### config.mk
export PLATFORM = sky130hd
export DESIGN_NAME = pipeline_control_irq_dispatch
export DESIGN_NICKNAME = d
export VERILOG_FILES = /design/src/rtl/core_irq_pkg.sv /design/src/rtl/pipeline_control_irq_arbiter.sv /design/src/rtl/pipeline_control_irq_dispatch.sv
export SDC_FILE = /design/constraint.sdc
export NUM_CORES = 1
export LEC_CHECK = 0
export CELL_PAD_IN_SITES_DETAIL_PLACEMENT = 1
export CELL_PAD_IN_SITES_GLOBAL_PLACEMENT = 1
export CORE_MARGIN = 2
export CORE_UTILIZATION = 29
export DETAILED_ROUTE_END_ITERATION = 10
export HOLD_SLACK_MARGIN = 0.12
export PLACE_DENSITY_LB_ADDON = 0.05
export RECOVER_POWER = 50
export SYNTH_ARGS = -nofsm -noshare
export SYNTH_HDL_FRONTEND = slang
export SYNTH_SLANG_ARGS = --single-unit
### constraint.sdc
create_clock -name iCLOCK -period 3.8 [get_ports iCLOCK]
set_clock_uncertainty 0.05 [all_clocks]
set_input_delay 0.57 -clock iCLOCK [delete_from_list [all_inputs] [get_ports iCLOCK]]
set_output_delay 0.57 -clock iCLOCK [all_outputs]
set_load 0.005 [all_outputs]
### src/rtl/core_irq_pkg.sv
// Shared types for the interrupt dispatch path: FSM states, vector widths, default
// external vector base.
package core_irq_pkg;

    typedef logic [6:0] irq_vector_t;
    typedef logic [5:0] irq_num_t;

    localparam irq_vector_t EXT_VEC_BASE_DEFAULT = 7'h40;

    typedef enum logic [2:0] {
        ST_IDLE,
        ST_DRAIN,
        ST_START,
        ST_WAIT,
        ST_JUMP
    } irq_state_t;

endpackage

### src/rtl/pipeline_control_irq_arbiter.sv
// Combinational priority select between internal exceptions and external interrupts,
// plus formation of the 7-bit call vector.
module pipeline_control_irq_arbiter
    import core_irq_pkg::*;
#(
    parameter irq_vector_t EXT_VEC_BASE = EXT_VEC_BASE_DEFAULT
) (
    input  logic        except_pend,
    input  logic [5:0]  except_pend_num,
    input  logic        except_valid,
    input  logic [5:0]  except_num,
    input  logic        irq_valid,
    input  logic [5:0]  irq_num,
    input  logic        irq_enable,
    output logic        request,
    output logic [6:0]  vector,
    output logic        src_ext
);

    always_comb begin
        request = 1'b0;
        vector  = '0;
        src_ext = 1'b0;
        // The older pending exception is serviced before a fresh pulse.
        if (except_pend) begin
            request = 1'b1;
            vector  = {1'b0, except_pend_num};
        end else if (except_valid) begin
            request = 1'b1;
            vector  = {1'b0, except_num};
        end else if (irq_valid && irq_enable) begin
            request = 1'b1;
            vector  = EXT_VEC_BASE + {1'b0, irq_num};
            src_ext = 1'b1;
        end
    end

endmodule

### src/rtl/pipeline_control_irq_dispatch.sv
// Upstream sequencer for the IRQ-call stage: arbitrate, drain the pipeline, start the
// call, wait for the handler address, then redirect fetch and ack external sources.
module pipeline_control_irq_dispatch
    import core_irq_pkg::*;
#(
    parameter irq_vector_t EXT_VEC_BASE = EXT_VEC_BASE_DEFAULT
) (
    input  logic        iCLOCK,
    input  logic        iRESET_SYNC,
    input  logic        iSYSREG_IM,
    input  logic        iEXCEPT_VALID,
    input  logic [5:0]  iEXCEPT_NUM,
    input  logic        iIRQ_VALID,
    input  logic [5:0]  iIRQ_NUM,
    output logic        oIRQ_ACK,
    input  logic        iPIPELINE_EMPTY,
    output logic        oPIPELINE_STALL,
    output logic        oCALL_START,
    output logic [6:0]  oCALL_NUM,
    input  logic        iCALL_FINISH,
    input  logic [31:0] iCALL_HUNDLER,
    output logic        oJUMP_VALID,
    output logic [31:0] oJUMP_ADDR
);

    irq_state_t  state;
    logic        except_pend;
    irq_num_t    except_pend_num;
    logic        arb_request;
    irq_vector_t arb_vector;
    logic        arb_src_ext;
    logic        src_ext;
    irq_vector_t call_num;
    logic [31:0] handler;
    logic        stall;
    logic        call_start;
    logic        jump_valid;
    logic        irq_ack;

    pipeline_control_irq_arbiter #(
        .EXT_VEC_BASE(EXT_VEC_BASE)
    ) u_arbiter (
        .except_pend     (except_pend),
        .except_pend_num (except_pend_num),
        .except_valid    (iEXCEPT_VALID),
        .except_num      (iEXCEPT_NUM),
        .irq_valid       (iIRQ_VALID),
        .irq_num         (iIRQ_NUM),
        .irq_enable      (iSYSREG_IM),
        .request         (arb_request),
        .vector          (arb_vector),
        .src_ext         (arb_src_ext)
    );

    // A pending exception survives an external dispatch and is only retired by its own JUMP.
    always_ff @(posedge iCLOCK) begin
        if (iRESET_SYNC) begin
            except_pend     <= 1'b0;
            except_pend_num <= '0;
        end else if (state == ST_JUMP && !src_ext) begin
            except_pend     <= 1'b0;
        end else if (iEXCEPT_VALID && !except_pend) begin
            except_pend     <= 1'b1;
            except_pend_num <= iEXCEPT_NUM;
        end
    end

    // Outputs are registered alongside the state so they decode the state being entered.
    always_ff @(posedge iCLOCK) begin
        if (iRESET_SYNC) begin
            state      <= ST_IDLE;
            stall      <= 1'b0;
            call_start <= 1'b0;
            jump_valid <= 1'b0;
            irq_ack    <= 1'b0;
            call_num   <= '0;
            src_ext    <= 1'b0;
            handler    <= '0;
        end else begin
            call_start <= 1'b0;
            jump_valid <= 1'b0;
            irq_ack    <= 1'b0;
            case (state)
                ST_IDLE: begin
                    if (arb_request) begin
                        state    <= ST_DRAIN;
                        stall    <= 1'b1;
                        call_num <= arb_vector;
                        src_ext  <= arb_src_ext;
                    end
                end
                ST_DRAIN: begin
                    if (iPIPELINE_EMPTY) begin
                        state      <= ST_START;
                        call_start <= 1'b1;
                    end
                end
                ST_START: begin
                    state <= ST_WAIT;
                end
                ST_WAIT: begin
                    if (iCALL_FINISH) begin
                        state      <= ST_JUMP;
                        handler    <= iCALL_HUNDLER;
                        jump_valid <= 1'b1;
                        irq_ack    <= src_ext;
                    end
                end
                ST_JUMP: begin
                    state <= ST_IDLE;
                    stall <= 1'b0;
                end
                default: begin
                    state <= ST_IDLE;
                    stall <= 1'b0;
                end
            endcase
        end
    end

    assign oPIPELINE_STALL = stall;
    assign oCALL_START     = call_start;
    assign oCALL_NUM       = call_num;
    assign oJUMP_VALID     = jump_valid;
    assign oJUMP_ADDR      = handler;
    assign oIRQ_ACK        = irq_ack;

endmodule
# After elaboration in Yosys (flattened, before gate mapping)
# Index checks and enable logic that the tools add are counted.
# classes
add_sub_neg	1
eq_ne	7
n_mux	16
n_bitwise	5
n_reduce_logical	16
# ops
op	count
two-way mux 7 bit	3
case mux 3 bit (4 select lines)	1
two-way mux 3 bit	3
two-way mux 1 bit	8
AND reduction 2 bit	4
adder 7 x 6 -> 7 bit, first input constant	1
equality test 3 x 2 -> 1 bit, second input constant	2
inequality test 2 bit, second input constant	3
OR reduction 2 bit	3
OR reduction 3 bit	2
inverter 1 bit	5
equality test 3 x 1 -> 1 bit, second input constant	1
equality test 3 bit, second input constant	1
logical AND 1 bit	3
logical NOT 3 bit	1
AND reduction 3 bit	1
logical NOT 1 bit	2
case mux 1 bit (2 select lines)	1
# word_totals
regBits	54
elab_cells	55

# Logic depth before layout (Yosys ltp)
# Gate-level depths: netlist (run 1).
# depth
depth_word	6
mapped_depth	6
mapped_depth_nobuf	3

# Cells and area by module
# From an unflattened synthesis (run 1), not the netlist that was laid out.
# hier_totals
hier_cells	261
hier_area_um2	2244.7
# modules_own_cells
mod	instances	cells_per_inst	area_per_inst_um2	seq_area_each_um2
pipeline_control_irq_dispatch	1	230	2011.9	1081.0
pipeline_control_irq_arbiter	1	31	232.7	0.0

# Worst setup path before layout (run 1)
# Ideal clock, no wire load.
# synth_timing
path_type	input-to-reg
start	input iIRQ_VALID
end	register call_num[0] (netlist: oCALL_NUM[0])
setup_ns	0.121
arrival_time_ns	1.417
setup_slack_ns	2.212
cell_stages	4
n_path_buf	1
cell_sequence	clkbuf_1 > a211oi_2 > or3_4 > o21ai_1
# synth_via
elab_chain_cells	5
word_cells_on_any_way	8
classes_between	mux (6); reduce/logical (2)
# synth_lines
element	line_no	source
start, declared	pipeline_control_irq_dispatch.sv:13	input logic iIRQ_VALID,
logical AND 1 bit (*)	pipeline_control_irq_arbiter.sv:31	end else if (irq_valid && irq_enable) begin
two-way mux 1 bit	pipeline_control_irq_arbiter.sv:31	
two-way mux 1 bit	pipeline_control_irq_arbiter.sv:28	end else if (except_valid) begin
two-way mux 1 bit	pipeline_control_irq_arbiter.sv:25	if (except_pend) begin
AND reduction 2 bit (no line)	--	
end signal, assigned	pipeline_control_irq_dispatch.sv:88	call_num <= arb_vector;
end, declared	pipeline_control_irq_dispatch.sv:33	irq_vector_t call_num;
# Mark *: on every way between the ends. The rest lies on a longest branch, timed or not.
# A chain may end at the register's enable or synchronous reset.

==> impl_metrics.toml, run 1 <==
[clock_tree]
numCtsBuffers = 5
worstSkewPairLatency_ps = 290
post_cts_resized = 0
clock-sinks = 53
ctsRootBufferMaster = "clkbuf_8"
cts_tree = "built"
postCtsSetupRepairBufs = 0
cts_buffer_depth = 2
h-tree-depth = 2
path_clk_slew_ps = 90
cts_hold_buffers = 0

[yosys]
synthCells = 260
yosysTopAreaCellShare = 0.4997
syn_nets = 311
syn_area_sq_um = 2123
yosysTopAreaCell = "dfxtp_1"
synth_warnings = 0
postSynthAreaPerCell_sq_um = 8.166
ys_seq_elements = 53
ys_top_cells_by_area = "dfxtp_1 (50%), nand2_1 (12%), a21oi_1 (10%)"
ys_types = 28
yosysSeqAreaShare = 0.4997

[detailed_routing]
firstDrtPassIters = 4
final_antenna_net_count = 0
vias = 2036
drt_wl_total_mm = 5.776
drt_iter0_drc = 82
drc = 0
wl_per_cell_um = 13.13
viasPerCell = 4.627

[global_routing]
grt_util_met1 = 0.2017
grt_use_met3 = 0.04432
grt_pass1_vias = 1920
grt_antenna_before_repair = 0
overflow = 0
grt_first_pass_wirelength_mm = 9.239
grtUsageMet2 = 0.2293
grt_max_degree = 54
track_usage = 0.1474
busiest_layer = "met2"

[worst_setup_path]
rr_startpoint = "state[2]"
r2r_slack_ps = 2200
path_max_fanout = 53
path_delay_family = "buffers and inverters"
cp-start-kind = "input pin"
cp_num_buf_inv = 1
worstPathRequired_ps = 3940
critPathArrivalTime_ps = 2730
worstRegToRegCells = 3
critPathCapture = "oCALL_NUM[2]"
critPathLaunch = "iRESET_SYNC"
rr_endpoint = "except_pend_num[0]"
criticalPathCategory = "in2reg"
endpoint_kind = "flop"
slowest_stage = "clkbuf_1"
max_stage_delay_ps = 1660
crit_chain = "clkbuf_1, or3_4, o21ai_1"
crit_cells = 3

[sta]
fin_setup_tns_ps = 0
drv_slew = 54
slew_headroom = -0.5876
worstMarginPinSlew_ps = 2381
setup_slack_ps = 1204
rsz0062_at_grt = "no"
fmaxAchievable_mhz = 385.2
hold_violations = 0
finalCritPeriodShare = 0.6832
period_needed_ps = 2596
setup_viol = 0

[placed_design]
io_buffers = 93
place_ws_ps = 1445
gp_congestion = 0.7600
dp_hpwl_mm = 4.079
place_inst = 432

[worst_hold_path]
hp-class = "reg2reg"

[power_and_ir_drop]
leakage_nw = 1.186
vdd_drop_max_uv = 140.1
pwr_density_cell_nw_per_um2 = 355.7

[layout]
final_nets = 391
fillCellCount = 837
fin_cells = 440
diodes = 0
synthToLayoutAreaGrowth_pct = 50.21
drive_gt1_frac = 0.04106

[die]
coreArea_sq_um = 7176
initial_core_util = 0.2959
die_h_um = 89.57
io_pins = 94
rows = 31
fp.dieArea_sq_um = 8022
die_w_um = 89.57

[run_status]
failed_checks = "capacitance limit, slew limit"
status = "finished with violations"

[run]
maxCapViolations = 1
## cells in the mapped netlist
cell / count
a211oi_1: 1
a211oi_2: 1
a21oi_1: 44
a22o_1: 7
a31oi_1: 1
and2_1: 1
and4b_1: 1
buf_2: 1
buf_4: 4
buf_6: 2
clkbuf_1: 15
dfxtp_1: 53
inv_1: 7
mux2_2: 1
nand2_1: 66
nand2b_1: 1
nand3_1: 6
nand3b_1: 1
nand4b_1: 7
nor2_1: 4
nor2b_1: 8
nor3_1: 5
nor4b_2: 1
o21ai_0: 11
o21ai_1: 7
o22ai_1: 1
or3_4: 2
or4b_1: 1
## per-stage QoR
step | hold WS, ps | utilization | power (mW) | instance area (sq um)
floorplan | 402.7 | - | 0.6747 | 2123
global placement | 391.2 | 0.4284 | 0.7630 | 3074
detailed placement | 397.6 | 0.4284 | 0.7644 | 3074
CTS | 411.0 | 0.4446 | 1.159 | 3191
global route | 420.9 | 0.4445 | 1.198 | 3189
finish | 404.7 | 0.4445 | 1.134 | 3189
## per-layer routing
layer  up-vias  wire length (um)
met5         -                 0
met4         0                36
met3         2               300
met2        48              2719
met1       951              2720
li1       1035                 -
## power by group
| group | total (mW) | switching [mW] | internal [mW] |
|---|---|---|---|
| registers | 0.591 | 0.0156 | 0.575 |
| clock network | 0.390 | 0.175 | 0.215 |
| logic | 0.154 | 0.0616 | 0.0927 |
## worst min path at each step
| stage | startpoint | end | slack [ps] | cells past startpoint |
|---|---|---|---|---|
| 2_1_floorplan | oJUMP_ADDR[0] | oJUMP_ADDR[0] | 400 | 2 |
| 3_3_place_gp | oJUMP_ADDR[26] | oJUMP_ADDR[26] | 390 | 2 |
| 3_5_place_dp | oJUMP_ADDR[6] | oJUMP_ADDR[6] | 400 | 2 |
| 4_1_cts | oJUMP_ADDR[26] | oJUMP_ADDR[26] | 410 | 2 |
| 5_1_grt | oJUMP_ADDR[22] | oJUMP_ADDR[22] | 420 | 2 |
| 6_report | oJUMP_ADDR[23] | oJUMP_ADDR[23] | 400 | 2 |
## layout by cell type (no fill, tap or decap), drive strengths merged, types with 2 or more instances in the layout
master and instances:
a211oi 2, a21oi 44, a22o 7, buf 2, clkbuf 8, clkdlybuf4s50 55, dfxtp 53, dlygate4sd3 37
inv 7, nand2 66, nand3 6, nand4b 7, nor2 4, nor2b 8, nor3 5, o21ai 18
or3 2
## registers in the layout (all words and copies together) (netlist names)
name and count:
oJUMP_ADDR 32, except_pend_num 6, oCALL_NUM 6, state 3
except_pend 1, oCALL_START 1, oIRQ_ACK 1, oJUMP_VALID 1
oPIPELINE_STALL 1, src_ext 1
## worst min-delay path, cell delays in order, from the launching register on
cell and delay [ps]:
dfxtp_1 310, nand2_1 50, a21oi_1 50
## area by class of cell
class | count | area [sq um] | share of cell area
well taps | 99 | 123.9 | 0.03884
inverters | 7 | 26.28 | 0.008239
flip-flops and latches | 53 | 1061 | 0.3327
clock inverters | 1 | 30.03 | 0.009415
multi-input cells | 178 | 922.1 | 0.2891
repair buffers | 95 | 939.7 | 0.2946
clock buffers | 7 | 86.33 | 0.02707
## kinds of logic after synthesis
group | count (synthesis) | share of synthesized area
mux | 1 | 0.005303
simple gates | 104 | 0.2387
flops | 53 | 0.4997
buf+inv | 29 | 0.06600
compound gates | 73 | 0.1903
Power figures use the tool's default switching activity.
==> run 2, diff against run 1 <==
Settings changed: CORE_UTILIZATION 29 to 26.
Clock period 3.8 ns to 2.1 ns, I/O delays scaled along.
==> run 2 against run 1 <==
Compared with the run above: the run now ends clean; first-iteration DRC count is 39% lower; total power is 71% higher; sequential cell count stayed put; design area is 1.1% higher; non-clock buffer count is 6 higher; sequential power is 81% higher; critical path depth is 2 higher; highest routed layer unchanged; clock power is 47% higher; register-to-register slack worse by 1700 ps.
==> impl_metrics.toml, run 2 (synthesis results as in run 1) <==
[placed_design]
gp_congestion = 0.7350
io_buffers = 93
dp_hpwl_mm = 4.414

[detailed_routing]
vias = 2102
wl_per_cell_um = 13.63
viasPerCell = 4.682
drt_wl_total_mm = 6.120
firstDrtPassIters = 4
drc = 0
final_antenna_net_count = 0
drt_iter0_drc = 50

[power_and_ir_drop]
seqPwrFrac = 0.552
vdd_drop_max_uv = 213.5
p_switching_mw = 0.4811
leakage_nw = 1.125
p_int_mw = 1.455
pwr_density_cell_nw_per_um2 = 600.6
power_frac_comb = 0.151
swShare = 0.2485
total_power_mw = 1.936
power_frac_clock = 0.297

[global_routing]
grt_pass1_vias = 2071
grt_first_pass_wirelength_mm = 10.16
grt_max_degree = 33
grt_antenna_before_repair = 0
overflow = 0
track_usage = 0.1440

[run_status]
status = "complete, no violations"

[clock_tree]
numCtsBuffers = 5
cts_hold_buffers = 0
clock-sinks = 53
worstSkewPairLatency_ps = 300
cts_tree = "built"
post_cts_resized = 0
path_clk_slew_ps = 90
postCtsSetupRepairBufs = 0
cts_buffer_depth = 2
ctsRootBufferMaster = "clkbuf_8"
h-tree-depth = 2

[sta]
slew_headroom = 0.6099
fmaxAchievable_mhz = 594.9
setup_viol = 0
period_needed_ps = 1681
fin_setup_tns_ps = 0
rsz0062_at_grt = "no"
hold-worst-slack_ps = 296.4
drv_slew = 0
hold_violations = 0
finalCritPeriodShare = 0.8004
worstMarginPinSlew_ps = 583.7

[die]
initial_core_util = 0.2720
die_w_um = 94.37
die_h_um = 94.37
io_pins = 94
fp.dieArea_sq_um = 8906
coreArea_sq_um = 7807
rows = 32

[worst_setup_path]
path_max_fanout = 9
endpoint_kind = "flop"
cp-start-kind = "input pin"
critPathArrivalTime_ps = 1820
worstPathRequired_ps = 2240
criticalPathCategory = "in2reg"

[layout]
final_core_util = 0.4128
drive_gt1_frac = 0.05187
largest_register_ffs = 32
diodes = 0
mostFrequentLayoutCells = "clkdlybuf4s50_1 (75), nand2_1 (66), dfxtp_1 (53)"
final_common_cell = "clkdlybuf4s50_1"
final_nets = 397
synthToLayoutAreaGrowth_pct = 51.80
fillCellCount = 915

[run]
maxCapViolations = 0

[worst_hold_path]
hp-class = "in2reg"
## run 2: changes by cell type in the layout (fill, tap and decap cells not counted), sizes merged
cell and change:
clkinvlp +1, clkdlybuf4s50 +20, dlygate4sd3 -20, bufinv -1
buf +6
## run 2: path summary, 6_finish.rpt
check	to	slack [ps]	cells past startpoint	from
setup / recovery	oCALL_NUM[0]	420	5	iEXCEPT_VALID
hold reg to reg	oJUMP_ADDR[30]	410	2	oJUMP_ADDR[30]
setup reg to reg	oCALL_NUM[0]	500	4	except_pend
hold / removal	oCALL_NUM[4]	300	4	iRESET_SYNC
## run 2: routing by layer
layer | up-vias | global-route usage | wire length, um
met4 | 0 | 0.04106 | 85
met1 | 991 | 0.1807 | 2748
met3 | 8 | 0.04868 | 422
li1 | 1045 | - | -
met5 | - | 0 | 0
met2 | 58 | 0.2357 | 2864
## run 2: critical path: stages
cell	delay [ps]
dlygate4sd3_1	620
a211oi_1	230
clkbuf_1	350
or3_4	230
o21ai_1	70
## run 2: power groups by stage
| stage | Sequential, mW | Clock, mW | Combinational [mW] |
|---|---|---|---|
| floorplan | 1.08 | 0 | 0.139 |
| global placement | 1.09 | 0 | 0.303 |
| detailed placement | 1.09 | 0 | 0.305 |
| CTS | 1.07 | 0.606 | 0.306 |
| global route | 1.08 | 0.640 | 0.323 |
| finish | 1.07 | 0.575 | 0.292 |
## run 2: final cells by class
cell class | count | area (sq um) | share of cell area
sequential | 53 | 1061 | 0.3292
timing repair buffer | 101 | 1007 | 0.3125
multi-input combinational | 178 | 917.1 | 0.2845
tap | 102 | 127.6 | 0.03960
clock buffer | 7 | 76.32 | 0.02368
inverter | 7 | 26.28 | 0.008152
clock inverter | 1 | 7.507 | 0.002329
## run 2: metrics by stage
step	cell area (sq um)	setup slack (ps)	cells
floorplan	2123	567.5	260
global placement	3148	237.5	441
detailed placement	3148	263.0	441
CTS	3232	455.2	449
global route	3223	344.0	449
finish	3223	419.1	449
